`src/rtl/apb_txn_capture.sv`:
```
// apb_txn_capture
//   Passive APB completer-side snooper. Rebuilds every completed transfer
//   (address, direction, data, wait-state count, slave error) and queues the
//   records in a first-word-fall-through FIFO for a downstream consumer.
//   Protocol violations and records dropped on a full FIFO are flagged.
//
// Ports
//   clk, rst_n            : clock (rising edge), async active-low reset
//   psel, penable, pwrite : snooped APB control
//   paddr, pwdata, prdata : snooped APB address / write data / read data
//   pready, pslverr       : snooped APB completion handshake
//   txn_valid, txn_ready  : record stream handshake (pop on valid & ready)
//   txn_addr .. txn_slverr: fields of the record at the FIFO head
//   fifo_count            : FIFO occupancy, 0..DEPTH
//   overflow, drop_cnt    : sticky drop flag and saturating drop counter
//   proto_err             : sticky protocol violation flag
//   clr                   : synchronous clear of overflow, drop_cnt, proto_err
module apb_txn_capture #(
  parameter int ADDR_W = 32,
  parameter int DATA_W = 32,
  parameter int DEPTH  = 8,
  parameter int DLY_W  = 8,
  parameter int CNT_W  = 8
) (
  input  logic                     clk,
  input  logic                     rst_n,
  input  logic                     psel,
  input  logic                     penable,
  input  logic                     pwrite,
  input  logic [ADDR_W-1:0]        paddr,
  input  logic [DATA_W-1:0]        pwdata,
  input  logic [DATA_W-1:0]        prdata,
  input  logic                     pready,
  input  logic                     pslverr,
  output logic                     txn_valid,
  input  logic                     txn_ready,
  output logic [ADDR_W-1:0]        txn_addr,
  output logic                     txn_rw,
  output logic [DATA_W-1:0]        txn_wdata,
  output logic [DATA_W-1:0]        txn_rdata,
  output logic [DLY_W-1:0]         txn_delay,
  output logic                     txn_slverr,
  output logic [$clog2(DEPTH):0]   fifo_count,
  output logic                     overflow,
  output logic [CNT_W-1:0]         drop_cnt,
  output logic                     proto_err,
  input  logic                     clr
);

  localparam int PTR_W = $clog2(DEPTH);
  localparam logic [PTR_W:0] FULL_CNT = (PTR_W + 1)'(DEPTH);

  typedef enum logic {
    S_IDLE,
    S_ACCESS
  } state_t;

  state_t              r_state;
  logic [ADDR_W-1:0]   r_addr;
  logic                r_rw;
  logic [DATA_W-1:0]   r_wdata;
  logic [DLY_W-1:0]    r_dly;

  logic [PTR_W-1:0]    r_wr_ptr;
  logic [PTR_W-1:0]    r_rd_ptr;
  logic [PTR_W:0]      r_count;

  logic [ADDR_W-1:0]   r_mem_addr   [DEPTH];
  logic                r_mem_rw     [DEPTH];
  logic [DATA_W-1:0]   r_mem_wdata  [DEPTH];
  logic [DATA_W-1:0]   r_mem_rdata  [DEPTH];
  logic [DLY_W-1:0]    r_mem_delay  [DEPTH];
  logic                r_mem_slverr [DEPTH];

  logic                r_overflow;
  logic [CNT_W-1:0]    r_drop_cnt;
  logic                r_proto_err;

  logic                w_busy;
  logic                w_setup;
  logic                w_in_access;
  logic                w_complete;
  logic                w_mismatch;
  logic                w_proto_evt;
  logic                w_full;
  logic                w_pop;
  logic                w_push_ok;
  logic                w_drop;

  assign w_busy      = psel & penable;
  assign w_setup     = psel & ~penable;
  assign w_in_access = (r_state == S_ACCESS);
  assign w_complete  = w_in_access & w_busy & pready;

  // Address/direction must stay stable across the access phase.
  assign w_mismatch  = w_in_access & w_busy & ((paddr != r_addr) | (pwrite != r_rw));

  // Violations: enable without a setup, unstable access phase, or an access
  // phase that was abandoned before completion.
  assign w_proto_evt = (~w_in_access & w_busy) | w_mismatch | (w_in_access & ~w_busy);

  assign w_full    = (r_count == FULL_CNT);
  assign w_pop     = (r_count != '0) & txn_ready;
  // A pop on the same edge frees the slot a full FIFO needs for this push.
  assign w_push_ok = w_complete & (~w_full | w_pop);
  assign w_drop    = w_complete & ~w_push_ok;

  // Bus-phase tracker. A setup seen while already in ACCESS abandons the old
  // transfer and restarts from the new setup.
  always_ff @(posedge clk or negedge rst_n) begin
    if (!rst_n) begin
      r_state <= S_IDLE;
      r_addr  <= '0;
      r_rw    <= 1'b0;
      r_wdata <= '0;
      r_dly   <= '0;
    end else begin
      case (r_state)
        S_IDLE: begin
          if (w_setup) begin
            r_addr  <= paddr;
            r_rw    <= pwrite;
            r_wdata <= pwdata;
            r_dly   <= '0;
            r_state <= S_ACCESS;
          end
        end
        S_ACCESS: begin
          if (w_busy) begin
            if (pready) begin
              r_state <= S_IDLE;
            end else if (r_dly != '1) begin
              r_dly <= r_dly + 1'b1;
            end
          end else if (w_setup) begin
            r_addr  <= paddr;
            r_rw    <= pwrite;
            r_wdata <= pwdata;
            r_dly   <= '0;
          end else begin
            r_state <= S_IDLE;
          end
        end
        default: r_state <= S_IDLE;
      endcase
    end
  end

  // Record storage; contents are only observable through the valid mask.
  always_ff @(posedge clk) begin
    if (w_push_ok) begin
      r_mem_addr[r_wr_ptr]   <= r_addr;
      r_mem_rw[r_wr_ptr]     <= r_rw;
      r_mem_wdata[r_wr_ptr]  <= r_rw ? r_wdata : '0;
      r_mem_rdata[r_wr_ptr]  <= r_rw ? '0 : prdata;
      r_mem_delay[r_wr_ptr]  <= r_dly;
      r_mem_slverr[r_wr_ptr] <= pslverr;
    end
  end

  // Pointers wrap naturally since DEPTH is a power of two.
  always_ff @(posedge clk or negedge rst_n) begin
    if (!rst_n) begin
      r_wr_ptr <= '0;
      r_rd_ptr <= '0;
      r_count  <= '0;
    end else begin
      if (w_push_ok) begin
        r_wr_ptr <= r_wr_ptr + 1'b1;
      end
      if (w_pop) begin
        r_rd_ptr <= r_rd_ptr + 1'b1;
      end
      case ({w_push_ok, w_pop})
        2'b10:   r_count <= r_count + 1'b1;
        2'b01:   r_count <= r_count - 1'b1;
        default: r_count <= r_count;
      endcase
    end
  end

  // Sticky status; an event on the same edge as clr takes priority.
  always_ff @(posedge clk or negedge rst_n) begin
    if (!rst_n) begin
      r_overflow  <= 1'b0;
      r_drop_cnt  <= '0;
      r_proto_err <= 1'b0;
    end else begin
      r_overflow  <= (r_overflow & ~clr) | w_drop;
      r_proto_err <= (r_proto_err & ~clr) | w_proto_evt;
      if (clr) begin
        r_drop_cnt <= CNT_W'(w_drop);
      end else if (w_drop && (r_drop_cnt != '1)) begin
        r_drop_cnt <= r_drop_cnt + 1'b1;
      end
    end
  end

  assign txn_valid  = (r_count != '0);
  assign fifo_count = r_count;
  assign txn_addr   = txn_valid ? r_mem_addr[r_rd_ptr]   : '0;
  assign txn_rw     = txn_valid ? r_mem_rw[r_rd_ptr]     : 1'b0;
  assign txn_wdata  = txn_valid ? r_mem_wdata[r_rd_ptr]  : '0;
  assign txn_rdata  = txn_valid ? r_mem_rdata[r_rd_ptr]  : '0;
  assign txn_delay  = txn_valid ? r_mem_delay[r_rd_ptr]  : '0;
  assign txn_slverr = txn_valid ? r_mem_slverr[r_rd_ptr] : 1'b0;
  assign overflow   = r_overflow;
  assign drop_cnt   = r_drop_cnt;
  assign proto_err  = r_proto_err;

endmodule

```
`config.mk`:
```
export PLATFORM = sky130hd
export DESIGN_NAME = apb_txn_capture
export DESIGN_NICKNAME = d
export VERILOG_FILES = /design/src/rtl/apb_txn_capture.sv
export SDC_FILE = /design/constraint.sdc
export NUM_CORES = 1
export LEC_CHECK = 0
export CAP_MARGIN = 30
export CORE_MARGIN = 2
export CORE_UTILIZATION = 50
export DETAILED_ROUTE_END_ITERATION = 10
export GPL_TIMING_DRIVEN = 1
export PLACE_DENSITY = 0.68
export SYNTH_ARGS = -nofsm -noshare
export SYNTH_HDL_FRONTEND = slang
export SYNTH_SLANG_ARGS = --single-unit
```
`constraint.sdc`:
```
create_clock -name clk -period 26.7 [get_ports clk]
set_clock_uncertainty 0.05 [all_clocks]
set_input_delay 5.34 -clock clk [delete_from_list [all_inputs] [get_ports clk]]
set_output_delay 5.34 -clock clk [all_outputs]
set_load 0.01 [all_outputs]
```
### Word-level counts from Yosys, hierarchy flattened

Memory sizes are Yosys's and may differ from the RTL's.
Cells that the tools add are included.

* register bits: 94
* memory bits (writable): 848
* input port bits: 105
* output and inout port bits: 121
* memories: 6

Memories
* r_mem_addr: depth 8, bits a word 32, rd ports 1, clocked after memory_dff 0, wr ports 1, RTL line 68 `logic [ADDR_W-1:0] r_mem_addr [DEPTH];`
* r_mem_rdata: depth 8, bits a word 32, rd ports 1, clocked after memory_dff 0, wr ports 1, RTL line 71 `logic [DATA_W-1:0] r_mem_rdata [DEPTH];`
* r_mem_wdata: depth 8, bits a word 32, rd ports 1, clocked after memory_dff 0, wr ports 1, RTL line 70 `logic [DATA_W-1:0] r_mem_wdata [DEPTH];`
* r_mem_delay: depth 8, bits a word 8, rd ports 1, clocked after memory_dff 0, wr ports 1, RTL line 72 `logic [DLY_W-1:0] r_mem_delay [DEPTH];`
* r_mem_rw: depth 8, bits a word 1, rd ports 1, clocked after memory_dff 0, wr ports 1, RTL line 69 `logic r_mem_rw [DEPTH];`
* r_mem_slverr: depth 8, bits a word 1, rd ports 1, clocked after memory_dff 0, wr ports 1, RTL line 73 `logic r_mem_slverr [DEPTH];`

* add/sub/neg operators: 6
* equality and inequality tests: 10
* muxes and demuxes: 31
* bitwise gates (word level): 24
* reduce and logical (&&, ||, !) cells: 5

Operator list (number)
* 32-bit two-way mux: 9
* 32-bit one-hot mux with 2 select lines: 2
* 8-bit two-way mux: 7
* 32-bit inequality test: 1
* 8-bit by 1-bit adder with 8-bit output, second input constant: 2
* 8-bit inequality test, second input constant: 2
* 8-bit one-hot mux with 2 select lines: 1
* 1-bit bitwise AND: 12
* 1-bit two-way mux: 9
* 4-bit one-hot mux with 2 select lines: 1
* 3-bit by 1-bit adder with 3-bit output, second input constant: 2
* 1-bit inverter: 6
* 1-bit bitwise OR: 6
* 4-bit by 1-bit adder with 4-bit output, second input constant: 1
* 4-bit == test, second input constant: 1
* 1-bit one-hot mux with 2 select lines: 2
* 2-bit nonzero test: 2
* 4-bit nonzero test: 1
* 4-bit by 1-bit subtractor with 4-bit output, second input constant: 1
* 3-bit by 2-bit inequality test with 1-bit output, second input constant: 1
* 3-bit inequality test, second input constant: 1
* 2-bit by 1-bit == test with 1-bit output, second input constant: 1
* 2-bit == test, second input constant: 1
* 2-bit inequality test, second input constant: 1
* 3 further kinds: 3

### Logic depth before layout (Yosys ltp)

Gate-level depths: netlist of run 1.

* depth in word-level cells: 9
* gate-level depth with buffers: 9
* depth with buffers taken out: 9

### Worst setup path before layout of run 1

Ideal clock, no wire load.

* path type: input -> register
* start: input penable
* end: memory r_mem_addr[0][0] (enable)
* data arrival time: 13.336 ns
* required time: 25.950 ns
* slack: 12.613 ns
* stages: 5
* buffers on the path: 1
* cells stage by stage: buf_2 nand4_1 a31oi_1 nand2b_1 nor3_1

* longest elaborated chain between the ends: 6

Ends and longest elaborated chain
* from (decl): RTL line 28 `input logic penable,`
* 1-bit bitwise AND: RTL line 90 `assign w_busy = psel & penable;`
* 1-bit bitwise AND (2 in a row): RTL line 93 `assign w_complete = w_in_access & w_busy & pready;`
* 1-bit bitwise AND: RTL line 105 `assign w_push_ok = w_complete & (~w_full | w_pop);`
* 1-bit two-way mux: RTL line 151 `if (w_push_ok) begin`
* 1-bit two-way mux (implied by the code): RTL line 152 `r_mem_addr[r_wr_ptr] <= r_addr;`
* to (decl): RTL line 68

No other way between the ends.

### Worst setup path in the final report of run 1

* start: register r_rd_ptr[1]
* end: output txn_wdata[19]

* longest elaborated chain between the ends: 2

Ends and longest elaborated chain
* from (decl): RTL line 65 `logic [PTR_W-1:0] r_rd_ptr;`
* from (signal assigned): RTL line 172 `r_rd_ptr <= r_rd_ptr + 1'b1;`
* memory read 8 x 32 bit
* 32-bit two-way mux: RTL line 203 `assign txn_wdata = txn_valid ? r_mem_wdata[r_rd_ptr] : '0;`
* to (decl): RTL line 39 `output logic [DATA_W-1:0] txn_wdata,`

No other way between the ends.

==> results_dict.tcl, run 1 <==
set metrics [dict create \
    status "complete, no violations" \
    clkSinkCount 942 \
    setup_viol 0 \
    antenna_found_initial 1 \
    worstSetupEndpointType "primary output" \
    grt_pass1_wl_mm 119 \
    n_fill_cell 5260 \
    postCtsSetupBuffers 0 \
    die_area_sq_mm 0.0756 \
    start_util_pct 50.4 \
    timing_worst_setup_path_type "reg -> out" \
    fin_util_pct 59.5 \
    synth_nets 1870 \
    ir_drop_mv 0.0618 \
    setup_tns_ns 0 \
    preCtsSetupSlack_ns 16.58 \
    synth_area_sq_mm 0.0367 \
    io_buffer_count 225 \
    drc_errors 0 \
    cts_buffers 95 \
    dr.pass1.iters 5 \
    cts.htree.levels 3 \
    fp.dieH_microns 275 \
    root_buffer "clkbuf_16" \
    layout_common_cells "edfxtp_1, clkdlybuf4s50_1, mux4_2, nor2_1, mux2i_1" \
    final_common_cell "edfxtp_1" \
    syn_area_per_cell_sq_um 20.9 \
    layout.nets 2144 \
    syn2layout_area_growth_pct 18.1 \
    worst_slew_pin_slew_ns 0.985 \
    via_count 17700 \
    finalCriticalPeriod_ns 9.86 \
    ctsResizeCount 0 \
    drt_wl_total_mm 79.1 \
    r2r_cells 6 \
    detail_route.iter0.violations 1279 \
    ant_nets 0 \
    worstSkewPairLatency_ns 0.65 \
    die_w_microns 275 \
    p_leak_uw 0.0145 \
    timing.slew.headroom_pct 34.2 \
    track_usage_pct 21.4 \
    post_drt_wl_per_cell_microns 25.8 \
    place_congestion 0.742 \
    path_max_fanout 58 \
    worstHoldPathType "reg -> reg" \
    yosys.cell_types.count 38 \
    max_cap_violations 0 \
    worstPathRequired_ns 21.31 \
    yosys_warnings 0 \
    rsz0062_at_grt "no" \
    grt_max_degree 68 \
    hold_viol_final 0 \
    hold_path_depth 1 \
    ys_seq_elements 942 \
    clockBufferDepth 3 \
    vias_per_cell 5.77 \
    fmax_ghz 0.101 \
    syn_inst 1758 \
    dp_hpwl_mm 45.6 \
    start_kind "flop" \
    fin_ws_ns 16.84 \
    post-route-period-util_pct 36.9 \
    drv_slew 0 \
    fp-row-count 99 \
    total_power_uw 4300 \
    grt_pass1_vias 18700 \
    clk_pin_slew_ns 0.06 \
    critPathArrivalTime_ns 4.47 \
    core_sq_mm 0.0728 \
    boundaryPins 226 \
    cts_tree "built" \
    ys_seq_area_share_pct 75.8 \
    overflow 0 \
    drive_gt1_share_pct 22.3 \
    cts-hold-fix-buffers 0 \
    p_per_area_mw_per_mm2 99.2 \
]
==> worst max-delay path, cell delays in order (launching register included) <==
cell and delay, ns:
dfrtp_4 0.83, buf_4 0.70, buf_4 0.80, mux4_2 0.41, mux2i_1 0.41, nor2_1 0.09, clkdlybuf4s50_1 0.49
==> cell families after synthesis <==
logic type      Yosys count  share of synthesized area, %
buf+inv                  97                          1.06
fa+ha+maj                 7                         0.259
xor+xnor                 52                          1.24
simple gates            258                          3.36
compound gates           13                         0.225
mux                     389                          18.1
flops                   942                          75.8
==> power by group <==
part	switching (uW)	leakage, uW	internal (uW)
sequential	77.0	0.00889	1680
clock	539	0.00146	725
combinational	605	0.00414	672
total	1220	0.0145	3080
==> metrics by stage <==
stage / hold WS, ns / instance area [sq um] / std cells
after global placement: 0.436 / 40100 / 2886
after CTS: 0.458 / 43300 / 3068
after detailed placement: 0.443 / 40300 / 2892
final: 0.448 / 43300 / 3072
after global routing: 0.475 / 43300 / 3070
after floorplan: 0.423 / 36700 / 1758
==> metal layers <==
metal	GRT usage (%)	part of all wire (%)	vias up	routed length, microns
li1	-	-	7622	-
met1	29.3	41	9414	32600
met2	35.7	50	558	39900
met3	4.08	6.0	118	4710
met4	5.92	2.4	0	1870
met5	0	0	-	0
==> cells in the mapped netlist <==
cell type	count	area [sq um]
a211oi_1	1	7.51
a21o_1	1	7.51
a21oi_1	4	20.0
a22o_1	1	8.76
a31oi_1	1	6.26
and2_1	33	206
and3_1	2	12.5
buf_1	15	56.3
buf_2	19	95.1
clkbuf_1	54	203
dfrtp_1	94	2350
edfxtp_1	848	25500
fa_1	1	20.0
ha_1	6	75.1
inv_1	8	30.0
inv_2	1	3.75
mux2_1	1	11.3
mux2_2	67	754
mux2i_1	109	1090
mux4_2	212	4770
nand2_1	11	41.3
nand2b_1	3	18.8
nand3_1	10	50.1
nand4_1	6	37.5
nor2_1	132	495
nor2b_1	33	206
nor3_1	14	70.1
nor3b_1	2	15.0
nor4_1	9	56.3
o21ai_0	2	10.0
o22ai_1	1	6.26
o31ai_1	1	7.51
o32ai_1	1	8.76
or3_1	1	6.26
or4_1	1	7.51
or4b_1	1	10.0
xnor2_1	32	280
xor2_1	20	175
==> registers in the layout, indices dropped and copies added, names as in the netlist <==
register / count
r_mem_addr: 256
overflow: 1
r_dly: 8
r_addr: 32
r_wdata: 32
drop_cnt: 8
fifo_count: 4
r_mem_rdata: 256
r_rw: 1
r_mem_wdata: 256
r_mem_slverr: 8
r_state: 1
r_mem_delay: 64
proto_err: 1
r_rd_ptr: 3
r_wr_ptr: 3
r_mem_rw: 8
==> layout make-up <==
class                           instances  area (sq um)  area share [%]
Sequential cell                       942         27800            64.2
Antenna cell                            2          5.00          0.0115
Clock buffer                          136          2660            6.14
Tap cell                              959          1200            2.77
Timing Repair Buffer                  265          2710            6.25
Inverter                                9          33.8          0.0780
Multi-Input combinational cell        719          8570            19.8
Clock inverter                         40           324           0.748
==> worst paths after layout <==
check,start,slack (ns),to
setup / recovery,r_rd_ptr[1],16.84,txn_wdata[19]
hold / removal,r_wdata[1],0.45,r_wdata[1]
setup reg to reg,r_state,22.32,r_mem_delay[3][1]
hold reg to reg,r_wdata[1],0.45,r_wdata[1]
max in group asynchronous,rst_n,20.71,r_rw
min in group asynchronous,rst_n,4.71,r_wdata[3]
Note: power is estimated with default switching activity, not from simulation.
==> run 2, diff against run 1 <==
--- a/config.mk
+++ b/config.mk
@@ -10,7 +10,7 @@
 export CORE_UTILIZATION = 50
 export DETAILED_ROUTE_END_ITERATION = 10
 export GPL_TIMING_DRIVEN = 1
-export PLACE_DENSITY = 0.68
+export PLACE_DENSITY = 0.71
 export SYNTH_ARGS = -nofsm -noshare
 export SYNTH_HDL_FRONTEND = slang
 export SYNTH_SLANG_ARGS = --single-unit
==> constraint.sdc (replaced) <==
create_clock -name clk -period 8.2 [get_ports clk]
set_clock_uncertainty 0.05 [all_clocks]
set_input_delay 1.64 -clock clk [delete_from_list [all_inputs] [get_ports clk]]
set_output_delay 1.64 -clock clk [all_outputs]
set_load 0.01 [all_outputs]
==> results_dict.tcl, run 2 (synthesized netlist as in run 1, its figures left out) <==
set metrics [dict create \
    status "complete, no violations" \
    antenna_found_initial 1 \
    cts.htree.levels 3 \
    fp.dieH_microns 275 \
    total_power_uw 14000 \
    drt_wl_total_mm 76.5 \
    drive_gt1_share_pct 22.1 \
    drv_slew 0 \
    clockPowerShare_pct 29.9 \
    io_buffer_count 225 \
    core_sq_mm 0.0728 \
    vias_per_cell 5.74 \
    cp_slowest_cell "dfrtp_4" \
    path_max_fanout 95 \
    cts_buffers 91 \
    preCtsSetupSlack_ns 2.50 \
    ant_nets 0 \
    final_common_cell "edfxtp_1" \
    detail_route.iter0.violations 1570 \
    setup_viol 0 \
    worstSkewPairLatency_ns 0.65 \
    n_fill_cell 5146 \
    place_congestion 0.734 \
    grt_pass1_wl_mm 115 \
    hold_viol_final 0 \
    grt_pass1_vias 18300 \
    max_cap_violations 0 \
    boundaryPins 226 \
    die_area_sq_mm 0.0756 \
    p_sw_share_pct 28.2 \
    layout.nets 2137 \
    p_comb_share_pct 29.0 \
    post_drt_wl_per_cell_microns 25.0 \
    start_util_pct 50.4 \
    worstHoldPathType "reg -> reg" \
    finalCriticalPeriod_ns 5.52 \
    critPathArrivalTime_ns 3.83 \
    timing_worst_setup_path_type "reg -> out" \
    grt_max_degree 130 \
    max_stage_delay_ns 0.93 \
    dr.pass1.iters 5 \
    drc_errors 0 \
    fin_ws_ns 2.68 \
    rsz0062_at_grt "no" \
    start_kind "flop" \
    root_buffer "clkbuf_16" \
    crit_buf_inv 2 \
    largestRegisters "r_mem_addr: 256 flops, r_mem_rdata: 256 flops, r_mem_wdata: 256 flops" \
    overflow 0 \
    dp_hpwl_mm 44.4 \
    worst_slew_pin_slew_ns 0.955 \
    netSwitchingPower_uw 3950 \
    antennaDiodeCount 0 \
    seq_power_share_pct 41.1 \
    die_w_microns 275 \
    cts_tree "built" \
    path_cells "buf_12 > mux4_2 > mux2i_1 > nor2_1 > clkdlybuf4s50_1" \
    critical-path-top-delay-family "buffers and inverters" \
    ir_drop_mv 0.341 \
    track_usage_pct 20.6 \
    p_leak_uw 0.0145 \
    post-route-period-util_pct 67.4 \
    clk_pin_slew_ns 0.06 \
    fmax_ghz 0.181 \
    fp-row-count 99 \
    timing.slew.headroom_pct 36.4 \
    ctsResizeCount 0 \
    layout_common_cells "edfxtp_1, clkdlybuf4s50_1, mux4_2, nor2_1, mux2i_1" \
    p_per_area_mw_per_mm2 323 \
    worstSetupEndpointType "primary output" \
    intPower_uw 10100 \
    worstPathRequired_ns 6.51 \
    clkSinkCount 942 \
    postCtsSetupBuffers 0 \
    via_count 17600 \
    cts-hold-fix-buffers 0 \
    clockBufferDepth 3 \
    setup_tns_ns 0 \
    syn2layout_area_growth_pct 18.1 \
]
run 2: cell count changes in the layout (fill, tap and decap cells not counted), sizes merged:
cell,delta
bufinv,+8
clkbuf,-22
clkinv,+10
inv,-4
diode,-2
clkinvlp,+3
buf,-3
run 2: worst paths after layout:
path                        startpoint                 to  slack (ns)  depth (start not counted)
setup / recovery           r_rd_ptr[0]       txn_addr[20]        2.68                          5
hold / removal              r_wdata[4]         r_wdata[4]        0.45                          1
setup reg to reg               r_state  r_mem_addr[0][16]        4.51                          6
hold reg to reg             r_wdata[4]         r_wdata[4]        0.45                          1
max in group asynchronous        rst_n               r_rw        6.25                          3
min in group asynchronous        rst_n         r_wdata[1]        0.88                          1
run 2: area by class of cell:
type                            count  area (sq um)  share of cell area, %
Sequential cell                   942         27800                   64.2
Multi-Input combinational cell    719          8580                   19.8
Timing Repair Buffer              262          2660                   6.14
Clock buffer                      114          2390                   5.52
Tap cell                          959          1200                   2.77
Clock inverter                     57           642                   1.48
Inverter                            9          33.8                 0.0779
run 2: per-stage QoR:
step	cell area (sq um)	std cells	hold slack [ns]	util (%)
finish	43300	3062	0.448	59.5
global route	43300	3062	0.473	59.5
CTS	43300	3060	0.455	59.4
detailed placement	40300	2889	0.442	55.3
global placement	40200	2886	0.439	55.2
floorplan	36700	1758	0.423	-
run 2: power by group through the flow:
stage / Clock, uW / Combinational [uW] / Sequential [uW]
4_1_cts: 4260 / 4130 / 5770
2_1_floorplan: 0 / 2550 / 5660
6_report: 4190 / 4060 / 5760
3_3_place_gp: 0 / 4070 / 5860
3_5_place_dp: 0 / 4110 / 5870
5_1_grt: 4450 / 4370 / 5800
run 2: routing by layer:
metal  part of all wire [%]  vias up  wire (microns)  track usage [%]
li1                       -     7615               -                -
met1                     42     9317           32300             29.3
met2                     50      549           38400             33.5
met3                    6.0       93            4620             3.78
met4                    1.6        2            1230             4.92
met5                  0.018        -              14                0
run 2: worst register-to-register path, stage by stage (launching register included):
cell	delay, ns
dfrtp_1	0.39
nand4_1	0.31
a31oi_1	0.58
nand2b_1	0.38
nor3_4	0.22
buf_4	0.68
buf_4	0.68
